## src/rtl/dieu_khien_ngay_thang_nam.sv

```systemverilog
// Date controller: BCD day/month/year with day-tick advance, button-driven field
// editing and per-field blink flags for the date display.
module dieu_khien_ngay_thang_nam #(
  parameter logic [7:0] INIT_NGAY  = 8'h01,
  parameter logic [7:0] INIT_THANG = 8'h01,
  parameter logic [7:0] INIT_NAM   = 8'h00
) (
  input  logic       clk,
  input  logic       rst_n,
  input  logic       tick_ngay,
  input  logic       btn_mode,
  input  logic       btn_up,
  input  logic       nhay,
  output logic [7:0] ngay,
  output logic [7:0] thang,
  output logic [7:0] nam,
  output logic       tat_ngay,
  output logic       tat_thang,
  output logic       tat_nam,
  output logic [1:0] che_do
);

  localparam logic [1:0] StRun      = 2'd0;
  localparam logic [1:0] StSetNgay  = 2'd1;
  localparam logic [1:0] StSetThang = 2'd2;
  localparam logic [1:0] StSetNam   = 2'd3;

  logic [7:0] ngay_q, ngay_d, thang_q, thang_d, nam_q, nam_d;
  logic [1:0] state_q, state_d;
  logic       phase_q, phase_d;
  logic       tat_ngay_q, tat_ngay_d, tat_thang_q, tat_thang_d, tat_nam_q, tat_nam_d;
  logic       nam_nhuan;
  logic [7:0] ngay_max;

  function automatic logic [7:0] bcd_inc(input logic [7:0] v);
    logic [3:0] tens;
    tens = v[7:4] + 4'd1;
    if (v[3:0] == 4'd9) return {tens, 4'd0};
    return {v[7:4], v[3:0] + 4'd1};
  endfunction

  // Leap test on BCD digits: year value divisible by 4.
  always_comb begin
    if (!nam_q[4]) nam_nhuan = (nam_q[3:0] inside {4'd0, 4'd4, 4'd8});
    else           nam_nhuan = (nam_q[3:0] inside {4'd2, 4'd6});
  end

  always_comb begin
    case (thang_q)
      8'h02:                      ngay_max = nam_nhuan ? 8'h29 : 8'h28;
      8'h04, 8'h06, 8'h09, 8'h11: ngay_max = 8'h30;
      default:                    ngay_max = 8'h31;
    endcase
  end

  always_comb begin
    ngay_d  = ngay_q;
    thang_d = thang_q;
    nam_d   = nam_q;
    state_d = state_q;
    phase_d = phase_q;
    case (state_q)
      StRun: begin
        if (tick_ngay) begin
          if (ngay_q == ngay_max) begin
            ngay_d = 8'h01;
            if (thang_q == 8'h12) begin
              thang_d = 8'h01;
              nam_d   = (nam_q == 8'h99) ? 8'h00 : bcd_inc(nam_q);
            end else begin
              thang_d = bcd_inc(thang_q);
            end
          end else begin
            ngay_d = bcd_inc(ngay_q);
          end
        end
        if (btn_mode) begin
          state_d = StSetNgay;
          phase_d = 1'b0;
        end
      end
      default: begin
        if (btn_mode) begin
          phase_d = 1'b0;
          if (state_q == StSetNam) begin
            state_d = StRun;
            // BCD ordering matches numeric ordering, so a plain compare clamps correctly.
            if (ngay_q > ngay_max) ngay_d = ngay_max;
          end else begin
            state_d = state_q + 2'd1;
          end
        end else begin
          if (btn_up) begin
            case (state_q)
              StSetNgay:  ngay_d  = (ngay_q == ngay_max) ? 8'h01 : bcd_inc(ngay_q);
              StSetThang: thang_d = (thang_q == 8'h12) ? 8'h01 : bcd_inc(thang_q);
              default:    nam_d   = (nam_q == 8'h99) ? 8'h00 : bcd_inc(nam_q);
            endcase
          end
          if (nhay) phase_d = ~phase_q;
        end
      end
    endcase
    tat_ngay_d  = (state_d == StSetNgay)  && phase_d;
    tat_thang_d = (state_d == StSetThang) && phase_d;
    tat_nam_d   = (state_d == StSetNam)   && phase_d;
  end

  always_ff @(posedge clk) begin
    if (!rst_n) begin
      ngay_q      <= INIT_NGAY;
      thang_q     <= INIT_THANG;
      nam_q       <= INIT_NAM;
      state_q     <= StRun;
      phase_q     <= 1'b0;
      tat_ngay_q  <= 1'b0;
      tat_thang_q <= 1'b0;
      tat_nam_q   <= 1'b0;
    end else begin
      ngay_q      <= ngay_d;
      thang_q     <= thang_d;
      nam_q       <= nam_d;
      state_q     <= state_d;
      phase_q     <= phase_d;
      tat_ngay_q  <= tat_ngay_d;
      tat_thang_q <= tat_thang_d;
      tat_nam_q   <= tat_nam_d;
    end
  end

  assign ngay      = ngay_q;
  assign thang     = thang_q;
  assign nam       = nam_q;
  assign tat_ngay  = tat_ngay_q;
  assign tat_thang = tat_thang_q;
  assign tat_nam   = tat_nam_q;
  assign che_do    = state_q;

endmodule
```

## config.mk

```make
export PLATFORM = sky130hd
export DESIGN_NAME = dieu_khien_ngay_thang_nam
export DESIGN_NICKNAME = d
export VERILOG_FILES = /design/src/rtl/dieu_khien_ngay_thang_nam.sv
export SDC_FILE = /design/constraint.sdc
export NUM_CORES = 1
export LEC_CHECK = 0
export ABC_AREA = 1
export CORE_MARGIN = 5
export CORE_UTILIZATION = 25
export DETAILED_ROUTE_END_ITERATION = 8
export PLACE_DENSITY_LB_ADDON = 0.05
export SETUP_SLACK_MARGIN = 0.5
export SYNTH_ARGS = -nofsm -noshare
export SYNTH_HDL_FRONTEND = slang
export SYNTH_SLANG_ARGS = --single-unit
```

## constraint.sdc

```tcl
create_clock -name clk -period 2.05 [get_ports clk]
set_input_delay 0.205 -clock clk [delete_from_list [all_inputs] [get_ports clk]]
set_output_delay 0.205 -clock clk [all_outputs]
set_load 0.02 [all_outputs]
```

==> results by group <==
STA
  • Slew headroom: 57.86%
  • Worst-Margin Slew: 0.6314 ns
  • Final setup vio count: 24
  • Tcrit/Tclk final: 106.8%
  • Pins over their slew limit: 0
  • Clock Skew: between 0.008 and 0.009 ns
  • Final setup margin: -0.1403 ns
  • RSZ-0062 raised after global routing: true
  • Endpoints failing hold: 0
  • Fmax achieved: roughly 0.46 GHz
  • Final worst path period need: 2.190 ns

Clock tree
  • TritonCTS Buffers: 5
  • Clock buffer depth: 2
  • Sink Count: 30
  • CTS tree: yes
  • H-Tree Level Count: 2
  • Reg clk slew, reported paths: 0.07 ns
  • Post-cts hold buffer count: 0
  • Clock Latency Late Sink: approximately 0.28 ns
  • Root buffer cell: clkbuf_8

Logic synthesis
  • Count leader, synth: nand2_1
  • Synth top area share: ~30%
  • Synth Net Count: between 300 and 400
  • Post-synth EDFFs: 0
  • Register bit total from synthesis: 30
  • Synthesized cell area: 2003 sq um
  • Syn_area_per_cell: ~6.9 sq um
  • Seq/Total Area, Yosys: 29.98%
  • Async SR Flop Fraction: 0%
  • Ranking of synthesized cells by area: dfxtp_1 30%, nand2_1 12%, ha_1 9.4%, inv_1 8.4%, nand3_1 7.2%
  • Unique masters post-synth: 34
  • Area leader, netlist: dfxtp_1
  • Post-synth top flop: dfxtp_1
  • Most frequent cells after synthesis: 66 x nand2_1, 45 x inv_1, 30 x dfxtp_1
  • Synth warn: 0
  • Gate count of the mapped netlist: around 290

Flow run
  • Max_cap viols: 0

Critical path
  • Crit path max fanout: 7
  • Crit path DAT: 2.39 ns
  • Worst r2r src: thang[5]
  • Worst Setup SP: thang[5]
  • Crit. End Element: register
  • Worst reg-to-reg setup slack: -0.14 ns
  • Worst Setup Start Kind: register
  • Slowest cell on crit path: dfxtp_4
  • Crit path cell chain: inv_4, ha_4, nand3_4, nor2_4, nand2_2, nand3_2, inv_2, ha_4, nand2_2, nor2_2, nand2_2, nand2_4, buf_6, nand3_4, inv_4, nand3_2, a21oi_1
  • Critical path class: reg2reg
  • Reg-to-reg endpoint: nam[2]
  • R2R depth: 17
  • Max incr delay on CP: around 0.35 ns
  • Critical Path Most Common Cell: nand2_2
  • Setup crit end: nam[2]
  • Critical path required time: approximately 2.3 ns

Floorplanning
  • Die ar.: 9903 sq um
  • Initial Util: ~26%
  • Row count: 32
  • Die H: 99.52 microns
  • Top-Level Pins: 35
  • Die W: 99.52 microns
  • Core area: slightly below 8000 sq um

Detailed routing
  • Met3 WL: between 200 and 250 microns
  • WL met1: 2.775 mm
  • Vias: 2030
  • Met2 routed WL: 2.490 mm
  • Starting DRT DRC Count: 28
  • Highest routed layer: met4
  • Vias/cell: ~4.3
  • Drt drc: 0
  • TritonRoute pass-1 iters: 4
  • Number of routed nets with antenna violations: 0
  • DR WL/cell: 11.85 microns
  • Final wirelength: around 5.6 mm

Cells and area
  • Area occupied by multi-input gates: between 1000 and 1500 sq um
  • Area Overhead vs Synth: 53.90%
  • Antenna cells: 0
  • Non-filler cells, final: around 470
  • Layout cell share with drive strength beyond 1: 30.79%
  • Fill cell count: 848
  • # nets final: 388
  • Sequential cell area: ~620 sq um

Pwr
  • Pwr dens: between 500 and 600 nW/um^2
  • Leak: about 1.6 nW
  • Peak supply drop: between 0.2 and 0.3 mV

Global route
  • Total Routing Usage GR: between 10% and 20%
  • Largest net degree at the start of global routing: 16
  • Vias in the first global route: around 1900
  • Antenna violations before repair: 0
  • First-pass GRT wire length: 9.073 mm
  • GRT overflow: 0

Place
  • Setup WS pre-CTS: -0.2466 ns
  • DP Wirelength: 4.259 mm
  • Placed insts: 457
  • GP Congestion: roughly 0.88
  • I/O Buffers: 34

Hold path
  • Hold Crit Depth: 2
  • Hold crit path type: reg2reg

Status
  • Status: complete, but fails checks
  • Violated checks: negative setup slack
worst min-delay path by stage:
stage               startpoint       end  slack [ns]
floorplan                rst_n   phase_q        0.36
global placement        nam[3]    nam[3]        0.49
detailed placement      nam[3]    nam[3]        0.50
CTS                     nam[3]    nam[3]        0.51
global route          thang[6]  thang[6]        0.53
finish                  nam[3]    nam[3]        0.50
sequential cells by signal (all words and copies together) (netlist names):
signal / flops
phase_q: 1
nam: 8
tat_thang: 1
tat_ngay: 1
tat_nam: 1
ngay: 8
thang: 8
che_do: 2
layout make-up:
cell class,count,area share [%]
Timing Repair Buffer,70,20.21
Clock buffer,7,2.800
Sequential cell,30,20.13
Inverter,50,6.534
Multi-Input combinational cell,210,46.19
Tap cell,102,4.140
stage by stage:
| step | setup TNS, ns | instance area [sq um] | power (mW) | hold WS, ns | util, % |
|---|---|---|---|---|---|
| after global routing | -5.686 | 3083 | 1.738 | 0.5315 | 39.69 |
| final | -2.041 | 3083 | 1.627 | 0.4995 | 39.69 |
| after detailed placement | -3.827 | 2766 | 1.107 | 0.4997 | 35.62 |
| after global placement | -3.391 | 2766 | 1.108 | 0.4949 | 35.62 |
| after CTS | -2.707 | 2898 | 1.615 | 0.5080 | 37.31 |
| after floorplan | 0 | 2074 | 0.9405 | 0.3550 | - |
cells by family (layout without fill, tap and decap cells):
group	count (synthesis)	in the layout	share of synthesized area, %
buffers and inverters	52	127	9.993
DFF	30	30	29.98
AOI/OAI and AO/OA	34	34	9.120
adders and majority gates	15	15	9.369
and+or+nand+nor	152	152	37.60
xor gates and xnor gates	9	9	3.935
power breakdown:
group | internal (mW) | switching, mW
clock network | 0.266 | 0.229
registers | 0.610 | 0.0288
logic | 0.199 | 0.294
per-layer routing:
layer / GRT usage (%) / vias up
met5: 0 / -
met4: 3.571 / 0
met3: 2.735 / 6
met2: 17.46 / 35
met1: 15.47 / 900
li1: - / 1089
layout by cell type, fill, tap and decap left out, types with 2 or more instances in the layout:
| master | count |
|---|---|
| nand3_4 | 3 |
| a21oi_2 | 2 |
| xor2_1 | 5 |
| or2_2 | 2 |
| inv_4 | 5 |
| clkdlybuf4s50_1 | 11 |
| dlygate4sd2_1 | 14 |
| a21oi_1 | 13 |
| nand2_4 | 3 |
| nor3_2 | 3 |
| nand3_1 | 25 |
| nor3_1 | 5 |
| inv_1 | 40 |
| nand2_2 | 8 |
| nand2_8 | 3 |
| o21ai_0 | 4 |
| nand4_1 | 5 |
| o21ai_1 | 8 |
| clkbuf_8 | 6 |
| buf_4 | 34 |
| nand2_1 | 58 |
| nor2_4 | 4 |
| dfxtp_1 | 20 |
| ha_1 | 10 |
| nor2_2 | 6 |
| dlymetal6s2s_1 | 9 |
| dfxtp_4 | 3 |
| xnor2_1 | 4 |
| dfxtp_2 | 7 |
| nor2_1 | 19 |
| ha_4 | 5 |
| buf_6 | 2 |
| nand3_2 | 4 |
| o21ai_2 | 4 |
| inv_2 | 4 |
critical path, delay by kind of cell (launching register included):
family / cells / cell delay, ns
AND/OR/NAND/NOR: 10 / 0.93
AO/OA/AOI/OAI: 1 / 0.13
buffers and inverters: 4 / 0.31
flip-flops: 1 / 0.35
adder cells (fa/ha/maj): 2 / 0.39
repair_timing:
| action | in CTS | in global routing |
|---|---|---|
| endpoints found under the setup margin | 40 | 35 |
| cloned | 0 | 0 |
| pin swaps | 7 | 21 |
| setup buffers | 1 | 4 |
| resized for setup | 28 | 44 |
| hold endpoints to repair | 0 | 0 |
Note: power is estimated with default switching activity, not from simulation.
